`config.mk`:
```
export PLATFORM = sky130hd
export DESIGN_NAME = fifo_stream_reader_flat
export DESIGN_NICKNAME = d
export VERILOG_FILES = /design/src/rtl/fifo_stream_reader_if.sv /design/src/rtl/fifo_stream_reader.sv /design/src/flat_wrapper.sv
export SDC_FILE = /design/constraint.sdc
export NUM_CORES = 1
export LEC_CHECK = 0
export CAP_MARGIN = 20
export CORE_MARGIN = 3
export CORE_UTILIZATION = 40
export DETAILED_ROUTE_END_ITERATION = 16
export MAX_ROUTING_LAYER = met4
export PLACE_DENSITY_LB_ADDON = 0.1
export SETUP_SLACK_MARGIN = 0.05
export SYNTH_ARGS = -nofsm -noshare
export SYNTH_HDL_FRONTEND = slang
export SYNTH_SLANG_ARGS = --single-unit
```
`constraint.sdc`:
```
create_clock -name clk -period 2 [get_ports clk]
set_input_delay 0.2 -clock clk [delete_from_list [all_inputs] [get_ports clk]]
set_output_delay 0.2 -clock clk [all_outputs]
set_load 0.005 [all_outputs]
```
`src/rtl/fifo_stream_reader_if.sv`:
```
`default_nettype none
// ============================================================================
// Module   : fifo_stream_reader_if
// Brief    : FIFO read-port and valid/ready stream bundle for fifo_stream_reader.
// Revision : 1.0 - initial release
// ============================================================================
interface fifo_stream_reader_if #(
   parameter int DATA_WIDTH = 8
);
   logic                  en;
   logic                  fifo_empty;
   logic [DATA_WIDTH-1:0] fifo_dout;
   logic                  fifo_rd_en;
   logic [DATA_WIDTH-1:0] m_data;
   logic                  m_valid;
   logic                  m_ready;
   logic                  m_last;
   logic                  idle;

   // The reader drives the pop request and the stream.
   modport master (
      input  en, fifo_empty, fifo_dout, m_ready,
      output fifo_rd_en, m_data, m_valid, m_last, idle
   );

   modport slave (
      output en, fifo_empty, fifo_dout, m_ready,
      input  fifo_rd_en, m_data, m_valid, m_last, idle
   );
endinterface
`default_nettype wire

```
`src/rtl/fifo_stream_reader.sv`:
```
`default_nettype none
// ============================================================================
// Module   : fifo_stream_reader
// Brief    : Pops a registered-output FIFO into a 3-deep skid buffer and
//            presents the words as a valid/ready stream tagged in bursts.
// Revision : 1.0 - initial release
// ============================================================================
module fifo_stream_reader #(
   parameter int DATA_WIDTH = 8,
   parameter int BURST_LEN  = 4,
   parameter int CNT_WIDTH  = (BURST_LEN > 1) ? $clog2(BURST_LEN) : 1
) (
   input  wire logic             clk,
   input  wire logic             rst,
   fifo_stream_reader_if.master  bus
);

   localparam logic [CNT_WIDTH-1:0] c_LAST_BEAT = CNT_WIDTH'(BURST_LEN - 1);

   logic [1:0]            r_count;
   logic [1:0]            r_wr_idx;
   logic [1:0]            r_rd_idx;
   logic                  r_inflight;
   logic [CNT_WIDTH-1:0]  r_beat_cnt;
   logic [DATA_WIDTH-1:0] r_mem [0:2];

   logic [2:0]            w_outstanding;
   logic                  w_rd_en;
   logic                  w_valid;
   logic                  w_hs;
   logic                  w_push;
   logic                  w_last_beat;
   logic [DATA_WIDTH-1:0] w_head;

   function automatic logic [1:0] f_next_idx(input logic [1:0] i_idx);
      return (i_idx == 2'd2) ? 2'd0 : i_idx + 2'd1;
   endfunction

   // Words popped but not yet retired; capped so a late capture always has a slot.
   assign w_outstanding = {1'b0, r_count} + {2'b00, r_inflight};
   assign w_rd_en       = !rst && bus.en && !bus.fifo_empty && (w_outstanding <= 3'd2);
   assign w_valid       = (r_count != 2'd0);
   assign w_hs          = w_valid && bus.m_ready;
   assign w_push        = r_inflight;
   assign w_last_beat   = (r_beat_cnt == c_LAST_BEAT);

   always_comb begin
      w_head = r_mem[2];
      case (r_rd_idx)
         2'd0:    w_head = r_mem[0];
         2'd1:    w_head = r_mem[1];
         default: w_head = r_mem[2];
      endcase
   end

   always_ff @(posedge clk) begin
      if (rst) begin
         r_count    <= 2'd0;
         r_wr_idx   <= 2'd0;
         r_rd_idx   <= 2'd0;
         r_inflight <= 1'b0;
         r_beat_cnt <= '0;
      end else begin
         r_inflight <= w_rd_en;
         if (w_push) begin
            r_wr_idx <= f_next_idx(r_wr_idx);
         end
         if (w_hs) begin
            r_rd_idx   <= f_next_idx(r_rd_idx);
            r_beat_cnt <= w_last_beat ? '0 : r_beat_cnt + 1'b1;
         end
         case ({w_push, w_hs})
            2'b10:   r_count <= r_count + 2'd1;
            2'b01:   r_count <= r_count - 2'd1;
            default: r_count <= r_count;
         endcase
      end
   end

   // Storage needs no reset: occupancy alone decides what is visible.
   always_ff @(posedge clk) begin
      if (!rst && w_push) begin
         for (int i = 0; i < 3; i++) begin
            if (r_wr_idx == 2'(i)) begin
               r_mem[i] <= bus.fifo_dout;
            end
         end
      end
   end

   assign bus.fifo_rd_en = w_rd_en;
   assign bus.m_valid    = w_valid;
   assign bus.m_data     = w_valid ? w_head : '0;
   assign bus.m_last     = w_valid && w_last_beat;
   assign bus.idle       = (r_count == 2'd0) && !r_inflight;

   a_no_overflow: assert property (@(posedge clk) disable iff (rst)
      !(w_push && !w_hs && (r_count == 2'd3)));

endmodule
`default_nettype wire

```
`src/flat_wrapper.sv`:
```
// flat-port wrapper written by rule: the top's interface ports become plain ports
module fifo_stream_reader_flat 
#(
   parameter int DATA_WIDTH = 8,
   parameter int BURST_LEN  = 4,
   parameter int CNT_WIDTH  = (BURST_LEN > 1) ? $clog2(BURST_LEN) : 1
)
  (clk, rst, bus_en, bus_fifo_empty, bus_fifo_dout, bus_m_ready, bus_fifo_rd_en, bus_m_data, bus_m_valid, bus_m_last, bus_idle);
  fifo_stream_reader_if #(.DATA_WIDTH(DATA_WIDTH)) bus_i ();
  input  wire logic clk;
  input  wire logic rst;
  input wire logic [$bits(bus_i.en)-1:0] bus_en;
  input wire logic [$bits(bus_i.fifo_empty)-1:0] bus_fifo_empty;
  input wire logic [$bits(bus_i.fifo_dout)-1:0] bus_fifo_dout;
  input wire logic [$bits(bus_i.m_ready)-1:0] bus_m_ready;
  output wire logic [$bits(bus_i.fifo_rd_en)-1:0] bus_fifo_rd_en;
  output wire logic [$bits(bus_i.m_data)-1:0] bus_m_data;
  output wire logic [$bits(bus_i.m_valid)-1:0] bus_m_valid;
  output wire logic [$bits(bus_i.m_last)-1:0] bus_m_last;
  output wire logic [$bits(bus_i.idle)-1:0] bus_idle;
  assign bus_i.en = bus_en;
  assign bus_i.fifo_empty = bus_fifo_empty;
  assign bus_i.fifo_dout = bus_fifo_dout;
  assign bus_i.m_ready = bus_m_ready;
  assign bus_fifo_rd_en = bus_i.fifo_rd_en;
  assign bus_m_data = bus_i.m_data;
  assign bus_m_valid = bus_i.m_valid;
  assign bus_m_last = bus_i.m_last;
  assign bus_idle = bus_i.idle;
  fifo_stream_reader #(.DATA_WIDTH(DATA_WIDTH), .BURST_LEN(BURST_LEN), .CNT_WIDTH(CNT_WIDTH)) u_core (.clk(clk), .rst(rst), .bus(bus_i));
endmodule
```
==> results.cfg, run 1 <==
[detailed_routing]
first_pass_iters = 4
drt_iter0_markers = 31
drc = 0
viasPerCell = 4.78
vias = 927
drt-wirelength-per-cell_um = 13.3
routed_wirelength_um = 2580
drtAntennaViolNets = 0

[grt]
track_usage = 0.137
grt_pass1_vias = 928
grt_pass1_wl_um = 4240
grt-ovfl-total = 0
antenna_found_initial = 0
grt_max_degree = 12

[setup_path]
crit_path_start_kind = flop
required_ps = 1800
path_class = flop to primary output
worstRegToRegCells = 6
end_kind = primary output
cp_max_fo = 6
arrival_ps = 1670

[clock_network]
worstSkewPairLatency_ps = 320
cts.path.max_buffers = 2
cts_max_level = 2
cts_inserted_buffers = 5
cts_tree = yes
path_clk_slew_ps = 100
cts_root_buffer = clkbuf_4
cts.sinks = 33

[logic_synthesis]
mappedNetlistArea_um2 = 1410
syn_area_per_cell_um2 = 13.4
async_flop_share = 0
ys_seq_area_frac = 0.641
synthesis.nets = 123
ys_types = 24
synth_cells = 105
synth_ff_type = edfxtp_1
synth_warnings = 0
synth_edf_count = 24
ys_seq_elements = 33

[final_layout]
n_antenna_cell = 0
multi_input_area_um2 = 487
fillCellCount = 296
area.sequential_um2 = 908
nNetsFinal = 167
final_cell_area_um2 = 1880
drive_gt1_frac = 0.253
final_common_cell = edfxtp_1
mostFrequentLayoutCells = 24 x edfxtp_1, 17 x clkdlybuf4s50_1, 15 x buf_4
area_growth_syn_to_layout_pct = 33.9

[sta]
min_period_ps = 1870
layout_setup_ws_ps = 129
holdWs_ps = 477
tightest_slew_ps = 353
slew_viol_final = 0
final-setup-viol-count = 0
hold_violations = 0
max_freq_mhz = 535
rsz0062_at_grt = false
period_share = 0.935
slew_headroom = 0.765
clock-skew-final_ps = 8.28

[floorplanning]
die_h_um = 65.3
ios = 25
coreArea_um2 = 3200
fp.dieArea_um2 = 4260
die-width_um = 65.3
initial_core_util = 0.439
rows = 20

[hold_path]
hp-class = flop to flop
hold_path_depth = 2

[power_and_ir_drop]
totalPowerFinal_mw = 1.50
p_leak_nw = 0.736
ir_worst_vdd_v = 0.000496
power_density_nw_per_um2 = 797

[placement]
portBuffers = 24
dp_hpwl_um = 1870
postPlaceCellArea_um2 = 1760
pre_cts_ws_ps = 51.4
gp_congestion = 0.680

[status]
run_status = complete, no violations

[run]
cap_violations = 0
[routing by layer]
metal / GRT usage / vias to the layer above / wire (µm)
li1: - / 469 / -
met1: 0.172 / 434 / 1150
met2: 0.212 / 19 / 1260
met3: 0.0496 / 5 / 140
met4: 0.0311 / 0 / 25
met5: - / - / 0
[power by group]
group	internal, mW	switching (mW)
clock network	0.135	0.200
logic	0.224	0.155
registers	0.759	0.0268
[synth_stat cells, types with 2 or more instances]
| cell type | count | share of area |
|---|---|---|
| a21oi_1 | 7 | 0.025 |
| buf_2 | 2 | 0.0071 |
| dfxtp_1 | 9 | 0.13 |
| edfxtp_1 | 24 | 0.51 |
| ha_1 | 5 | 0.044 |
| inv_1 | 5 | 0.013 |
| mux2_2 | 8 | 0.064 |
| mux2i_1 | 9 | 0.064 |
| nand2_1 | 3 | 0.0080 |
| nor2_1 | 14 | 0.037 |
| nor3b_1 | 3 | 0.016 |
| nor4b_1 | 2 | 0.012 |
| or3_1 | 3 | 0.013 |
[logic make-up (layout without fill, tap and decap cells)]
| logic type | count (synthesis) | in the layout | synth area share |
|---|---|---|---|
| xor+xnor | 2 | 2 | 0.0125 |
| mux | 17 | 17 | 0.128 |
| compound gates | 9 | 9 | 0.0347 |
| flops | 33 | 33 | 0.641 |
| simple gates | 31 | 31 | 0.117 |
| fa+ha+maj | 5 | 5 | 0.0445 |
| buf+inv | 8 | 53 | 0.0231 |
[per-stage QoR]
stage          std cells  utilization  setup TNS [ps]
6_report             194        0.588               0
2_1_floorplan        105            -               0
3_3_place_gp         180        0.550               0
3_5_place_dp         180        0.550               0
4_1_cts              188        0.568           -27.8
5_1_grt              194        0.588               0
[area by class of cell]
type                    count  share of cell area
clock buffers               7              0.0239
inverters                   5             0.00997
clock inverters             1             0.00199
repair buffers             40               0.194
multi-input cells          64               0.258
well taps                  44              0.0292
flip-flops and latches     33               0.482
[final timing paths]
check                                     startpoint                    to  slack (ps)
worst min register to register  u_core.r_beat_cnt[0]  u_core.r_beat_cnt[0]         480
worst max register to register     u_core.r_count[0]     u_core.r_count[1]         220
worst max-delay path              u_core.r_rd_idx[0]         bus_m_data[7]         130
worst min-delay path            u_core.r_beat_cnt[0]  u_core.r_beat_cnt[0]         480
[flip-flops by register name, indices dropped and copies added, names as in the netlist]
register / cells
u_core.r_rd_idx: 2
u_core.r_mem: 24
u_core.r_beat_cnt: 2
u_core.r_count: 2
u_core.r_wr_idx: 2
u_core.r_inflight: 1
[worst max-delay path: stages (launching register included)]
cell and delay, ps:
dfxtp_4 400, mux2_2 340, mux2i_1 120, nor2_1 50, clkdlybuf4s50_1 430
[timing repair]
item | CTS | global route
buffers inserted | 0 | 6
pin swaps | 0 | 1
setup endpoints to repair | 11 | 8
gates resized for setup | 9 | 13
hold buffers | 0 | 0
(Power assumes the default switching activity.)
==> inputs of run 2 (changes only) <==
--- a/config.mk
+++ b/config.mk
@@ -5,7 +5,7 @@
 export SDC_FILE = /design/constraint.sdc
 export NUM_CORES = 1
 export LEC_CHECK = 0
-export CAP_MARGIN = 20
+export CAP_MARGIN = 40
 export CORE_MARGIN = 3
 export CORE_UTILIZATION = 40
 export DETAILED_ROUTE_END_ITERATION = 16
==> results of run 2 <==
Same layout as run 1: the final DEF is identical, and so are final timing and power.
